File: config.mk
export PLATFORM = sky130hd
export DESIGN_NAME = sub_gigante_serial_flat
export DESIGN_NICKNAME = d
export VERILOG_FILES = /design/src/rtl/sub_gigante_serial_if.sv /design/src/rtl/sub_gigante_serial.sv /design/src/flat_wrapper.sv
export SDC_FILE = /design/constraint.sdc
export NUM_CORES = 1
export LEC_CHECK = 0
export CORE_ASPECT_RATIO = 0.8
export CORE_MARGIN = 1
export CORE_UTILIZATION = 50
export CTS_CLUSTER_SIZE = 12
export DETAILED_ROUTE_END_ITERATION = 10
export HOLD_SLACK_MARGIN = 0.1
export PLACE_DENSITY_LB_ADDON = 0.25
export SYNTH_ARGS = -nofsm -noshare
export SYNTH_HDL_FRONTEND = slang
export SYNTH_SLANG_ARGS = --single-unit
File: constraint.sdc
create_clock -name clk -period 4.45 [get_ports clk]
set_clock_uncertainty 0.1 [all_clocks]
set_input_delay 1.335 -clock clk [delete_from_list [all_inputs] [get_ports clk]]
set_output_delay 1.335 -clock clk [all_outputs]
set_load 0.01 [all_outputs]
File: src/rtl/sub_gigante_serial_if.sv
// Operand/result handshake bundle for the bit-serial subtractor.
// master drives operands and out_ready; slave (the subtractor) returns the result.
interface sub_gigante_serial_if #(
  parameter int unsigned WIDTH = 9
);
  logic             in_valid;
  logic             in_ready;
  logic [WIDTH-1:0] A;
  logic [WIDTH-1:0] B;
  logic             out_valid;
  logic             out_ready;
  logic [WIDTH:0]   D;
  logic             neg;

  modport master (
    output in_valid, A, B, out_ready,
    input  in_ready, out_valid, D, neg
  );

  modport slave (
    input  in_valid, A, B, out_ready,
    output in_ready, out_valid, D, neg
  );
endinterface

File: src/rtl/sub_gigante_serial.sv
// Bit-serial subtractor: D = A - B computed LSB-first, one bit per clock,
// returned as a (WIDTH+1)-bit two's-complement value with D[WIDTH] as the final borrow.
module sub_gigante_serial #(
  parameter int unsigned WIDTH = 9
) (
  input logic                clk,
  input logic                rst,
  sub_gigante_serial_if.slave bus
);

  localparam int unsigned CntW = $clog2(WIDTH + 1);
  localparam logic [CntW-1:0] CntLast = CntW'(WIDTH - 1);

  typedef enum logic [1:0] {StIdle, StBusy, StDone} state_e;

  state_e           state_q;
  logic [WIDTH-1:0] sa_q;
  logic [WIDTH-1:0] sb_q;
  logic [WIDTH-1:0] res_q;
  logic [CntW-1:0]  cnt_q;
  logic             borrow_q;
  logic             in_ready_q;
  logic             out_valid_q;
  logic [WIDTH:0]   d_q;
  logic             neg_q;

  logic d_bit;
  logic borrow_d;

  always_comb begin
    d_bit    = sa_q[0] ^ sb_q[0] ^ borrow_q;
    borrow_d = (~sa_q[0] & sb_q[0]) | (~(sa_q[0] ^ sb_q[0]) & borrow_q);
  end

  always_ff @(posedge clk) begin
    if (rst) begin
      state_q     <= StIdle;
      sa_q        <= '0;
      sb_q        <= '0;
      res_q       <= '0;
      cnt_q       <= '0;
      borrow_q    <= 1'b0;
      in_ready_q  <= 1'b1;
      out_valid_q <= 1'b0;
      d_q         <= '0;
      neg_q       <= 1'b0;
    end else begin
      unique case (state_q)
        StIdle: begin
          if (bus.in_valid) begin
            sa_q       <= bus.A;
            sb_q       <= bus.B;
            borrow_q   <= 1'b0;
            cnt_q      <= '0;
            in_ready_q <= 1'b0;
            state_q    <= StBusy;
          end
        end
        StBusy: begin
          res_q    <= {d_bit, res_q[WIDTH-1:1]};
          sa_q     <= sa_q >> 1;
          sb_q     <= sb_q >> 1;
          borrow_q <= borrow_d;
          cnt_q    <= cnt_q + CntW'(1);
          if (cnt_q == CntLast) begin
            // Last bit: publish the result from next-state values so DONE sees it at once.
            d_q         <= {borrow_d, d_bit, res_q[WIDTH-1:1]};
            neg_q       <= borrow_d;
            out_valid_q <= 1'b1;
            state_q     <= StDone;
          end
        end
        StDone: begin
          if (bus.out_ready) begin
            out_valid_q <= 1'b0;
            in_ready_q  <= 1'b1;
            state_q     <= StIdle;
          end
        end
        default: begin
          state_q     <= StIdle;
          in_ready_q  <= 1'b1;
          out_valid_q <= 1'b0;
        end
      endcase
    end
  end

  assign bus.in_ready  = in_ready_q;
  assign bus.out_valid = out_valid_q;
  assign bus.D         = d_q;
  assign bus.neg       = neg_q;

endmodule

File: src/flat_wrapper.sv
// flat-port wrapper written by rule: the top's interface ports become plain ports
module sub_gigante_serial_flat 
#(
  parameter int unsigned WIDTH = 9
)
  (clk, rst, bus_in_valid, bus_A, bus_B, bus_out_ready, bus_in_ready, bus_out_valid, bus_D, bus_neg);
  sub_gigante_serial_if #(.WIDTH(WIDTH)) bus_i ();
  input logic clk;
  input logic rst;
  input wire logic [$bits(bus_i.in_valid)-1:0] bus_in_valid;
  input wire logic [$bits(bus_i.A)-1:0] bus_A;
  input wire logic [$bits(bus_i.B)-1:0] bus_B;
  input wire logic [$bits(bus_i.out_ready)-1:0] bus_out_ready;
  output wire logic [$bits(bus_i.in_ready)-1:0] bus_in_ready;
  output wire logic [$bits(bus_i.out_valid)-1:0] bus_out_valid;
  output wire logic [$bits(bus_i.D)-1:0] bus_D;
  output wire logic [$bits(bus_i.neg)-1:0] bus_neg;
  assign bus_i.in_valid = bus_in_valid;
  assign bus_i.A = bus_A;
  assign bus_i.B = bus_B;
  assign bus_i.out_ready = bus_out_ready;
  assign bus_in_ready = bus_i.in_ready;
  assign bus_out_valid = bus_i.out_valid;
  assign bus_D = bus_i.D;
  assign bus_neg = bus_i.neg;
  sub_gigante_serial #(.WIDTH(WIDTH)) u_core (.clk(clk), .rst(rst), .bus(bus_i));
endmodule
==> run_results.csv <==
group,metric,value,unit
place,post-dp-hpwl,2.58,mm
synthesis,syn_avg_cell_area,8.67,sq um
power,p_leak,0.839,nW
cells_and_area,fin_area,0.00243,sq mm
synthesis,async_reset_ff_frac,0,
clock_tree,post_cts_resized,0,
worst_setup_path,endpoint_kind,"flop",
global_route,first_global_vias,1525,
sta,setup_viol,0,
worst_setup_path,critPathMaxStageDelay,0.65,ns
routing,viasPerCell,5.76,
global_route,grt_pass1_wl,7.01,mm
place,io_buffers,34,
worst_setup_path,worstSetupPathType,"in -> reg",
sta,min_period,3.11,ns
routing,wl_per_cell,13.4,um
cells_and_area,drive_above_1_share,0.0895,
routing,vias,1797,
cells_and_area,num-fill-cells,344,
power,swShare,0.243,
synthesis,yosysMostFrequentCell,"dfxtp_1",
clock_tree,cts_tree,"built",
power,pwr-share-seq,0.570,
place,pre_cts_ws,1.03,ns
worst_setup_path,cp_max_fo,29,
sta,tightest_slew,0.954,ns
global_route,grt_max_degree,37,
worst_hold_path,min_path_cells,2,
power,finalPower,0.764,mW
cells_and_area,diodes,0,
synthesis,yosys_warnings,0,
worst_setup_path,worst_path_max_delay_cell,"clkinv_1",
sta,finalWorstSetupSlack,1.34,ns
worst_setup_path,arrival,3.20,ns
sta,maxSlewViolCount,0,
power,p_int,0.578,mW
routing,drc,0,
routing,drt_iter0_drc,115,
clock_tree,postCtsSetupBuffers,0,
place,place.gp.congestion,0.721,
floorplan,die_w,73.4,um
floorplan,io-pin-count,35,
synthesis,synth_edf_count,0,
synthesis,post_synth_main_area_contributors,"dfxtp_1 44%, a21oi_1 9.3%, o221ai_1 6.9%, nand2_1 4.8%, o21ai_0 4.4%",
floorplan,start_util,0.529,
routing,ant_nets,0,
routing,dr.pass1.iters,4,
routing,wl,4.18,mm
synthesis,ys.flop_type,"dfxtp_1",
clock_tree,h-tree-depth,2,
sta,setup-tns-final,0,ns
synthesis,synthDominantCellAreaShare,0.442,
synthesis,synth_nets,260,
worst_setup_path,r2r_setup_slack,2.09,ns
sta,finalHoldViolCount,0,
clock_tree,cts-root-buf,"clkbuf_8",
worst_setup_path,path_delay_family,"buffers and inverters",
global_route,grt_usage,0.209,
clock_tree,clk_latency,0.29,ns
worst_hold_path,hp-class,"reg -> reg",
floorplan,placementRows,20,
global_route,grt-ovfl-total,0,
worst_setup_path,start_kind,"primary input",
cells_and_area,fin_nets,281,
clock_tree,max-clock-path-buffers,2,
worst_setup_path,worst-path-buf-inv,3,
floorplan,die-area,0.00433,sq mm
power,p_comb_frac,0.115,
sta,max_slew_margin,0.364,
worst_setup_path,cp.required,4.53,ns
run_status,status,"finished clean",
worst_setup_path,path_cells,"clkdlybuf4s50_1 > buf_4 > clkinv_1 > a31o_2",
power,p_clk_frac,0.315,
power,max-vdd-ir-drop,0.176,mV
sta,min_period_over_period,0.700,
flow_run,maxCapViolCount,0,
clock_tree,hold_buffers,0,
sta,fmax,321,MHz
power,power_density,314,mW/mm^2
synthesis,ys_seq_area_frac,0.442,
global_route,antenna_found_initial,0,
worst_setup_path,cp.depth,4,
synthesis,synth_cell_type_count,36,
synthesis,syn_area,0.00204,sq mm
synthesis,synth_cells,235,
floorplan,die_height,59.1,um
clock_tree,clkSlewWorstSetupHoldPaths,0.08,ns
cells_and_area,syn_to_final_growth,19.4,%
power,p_sw,0.186,mW
synthesis,yosys.area.top_type,"dfxtp_1",
clock_tree,clock-sinks,45,
sta,rsz0062_at_grt,"false",
clock_tree,cts_buffers,5,
synthesis,ys_seq_elements,45,
worst_setup_path,rr_worst_depth,3,
floorplan,core_area,0.00385,sq mm
place,placedInstanceArea,0.00235,sq mm
synthesis,synthTopCellsByCount,"45 x dfxtp_1, 38 x a21oi_1, 26 x nand2_1",
==> sequential cells by signal, summed over array words and instances, names as in the netlist <==
name / flops
u_core.bus.D: 10
u_core.borrow_q: 1
u_core.bus.out_valid: 1
u_core.state_q: 2
u_core.sa_q: 9
u_core.bus.in_ready: 1
u_core.res_q: 8
u_core.cnt_q: 4
u_core.sb_q: 9
==> area by class of cell <==
cell class              count  area (sq um)  share of cell area
clock buffers               8          80.1              0.0329
repair buffers             35           348               0.143
flip-flops and latches     45           901               0.370
multi-input cells         162          1010               0.415
well taps                  55          68.8              0.0283
inverters                   7          26.3              0.0108
==> worst register-to-register path, cell delays in order (launching register included) <==
cell,delay (ns)
dfxtp_1,0.77
inv_1,0.63
and2_1,0.46
a31o_2,0.30
==> per-layer routing <==
metal	up-vias	track usage	wire, um
li1	892	-	-
met1	857	0.294	2070
met2	48	0.323	1900
met3	0	0.0493	209
met4	0	0.0577	0
met5	-	0	0
==> per-stage QoR <==
| stage | hold slack [ns] | cells | util |
|---|---|---|---|
| 2_1_floorplan | 0.337 | 235 | - |
| 3_3_place_gp | 0.353 | 304 | 0.610 |
| 3_5_place_dp | 0.354 | 304 | 0.610 |
| 4_1_cts | 0.366 | 312 | 0.631 |
| 5_1_grt | 0.392 | 312 | 0.631 |
| 6_report | 0.365 | 312 | 0.631 |
==> logic make-up after synthesis <==
logic type | count (synthesis) | share of synthesized area
AO/OA/AOI/OAI | 90 | 0.277
adder cells (fa/ha/maj) | 3 | 0.0221
buffers and inverters | 28 | 0.0627
flip-flops | 45 | 0.442
AND/OR/NAND/NOR | 69 | 0.196
==> placed cells by master, fill, tap and decap left out, types with 4 or more instances in the layout <==
master,count
nor2_1,4
clkdlybuf4s50_1,34
o221ai_1,16
or3b_2,7
a21oi_1,38
o21ai_0,18
a31o_2,8
nand2_1,26
or3b_1,9
inv_1,5
clkbuf_8,5
dfxtp_1,45
nand2b_1,9
nor2b_1,4
==> worst paths after layout <==
path | from | end
setup / recovery | rst | u_core.bus.D[2]$_SDFFE_PP0P_
hold / removal | u_core.res_q[1]$_SDFFE_PP0P_ | u_core.res_q[1]$_SDFFE_PP0P_
setup reg to reg | u_core.state_q[1]$_SDFFE_PP0P_ | u_core.bus.D[2]$_SDFFE_PP0P_
hold reg to reg | u_core.res_q[1]$_SDFFE_PP0P_ | u_core.res_q[1]$_SDFFE_PP0P_
==> power by group through the flow <==
stage               Sequential [mW]  Clock (mW)  Combinational (mW)
floorplan                     0.441           0              0.0577
global placement              0.444           0              0.0872
detailed placement            0.444           0              0.0882
CTS                           0.435       0.244              0.0887
global route                  0.438       0.265              0.0986
finish                        0.435       0.241              0.0881
(Power assumes the default switching activity.)
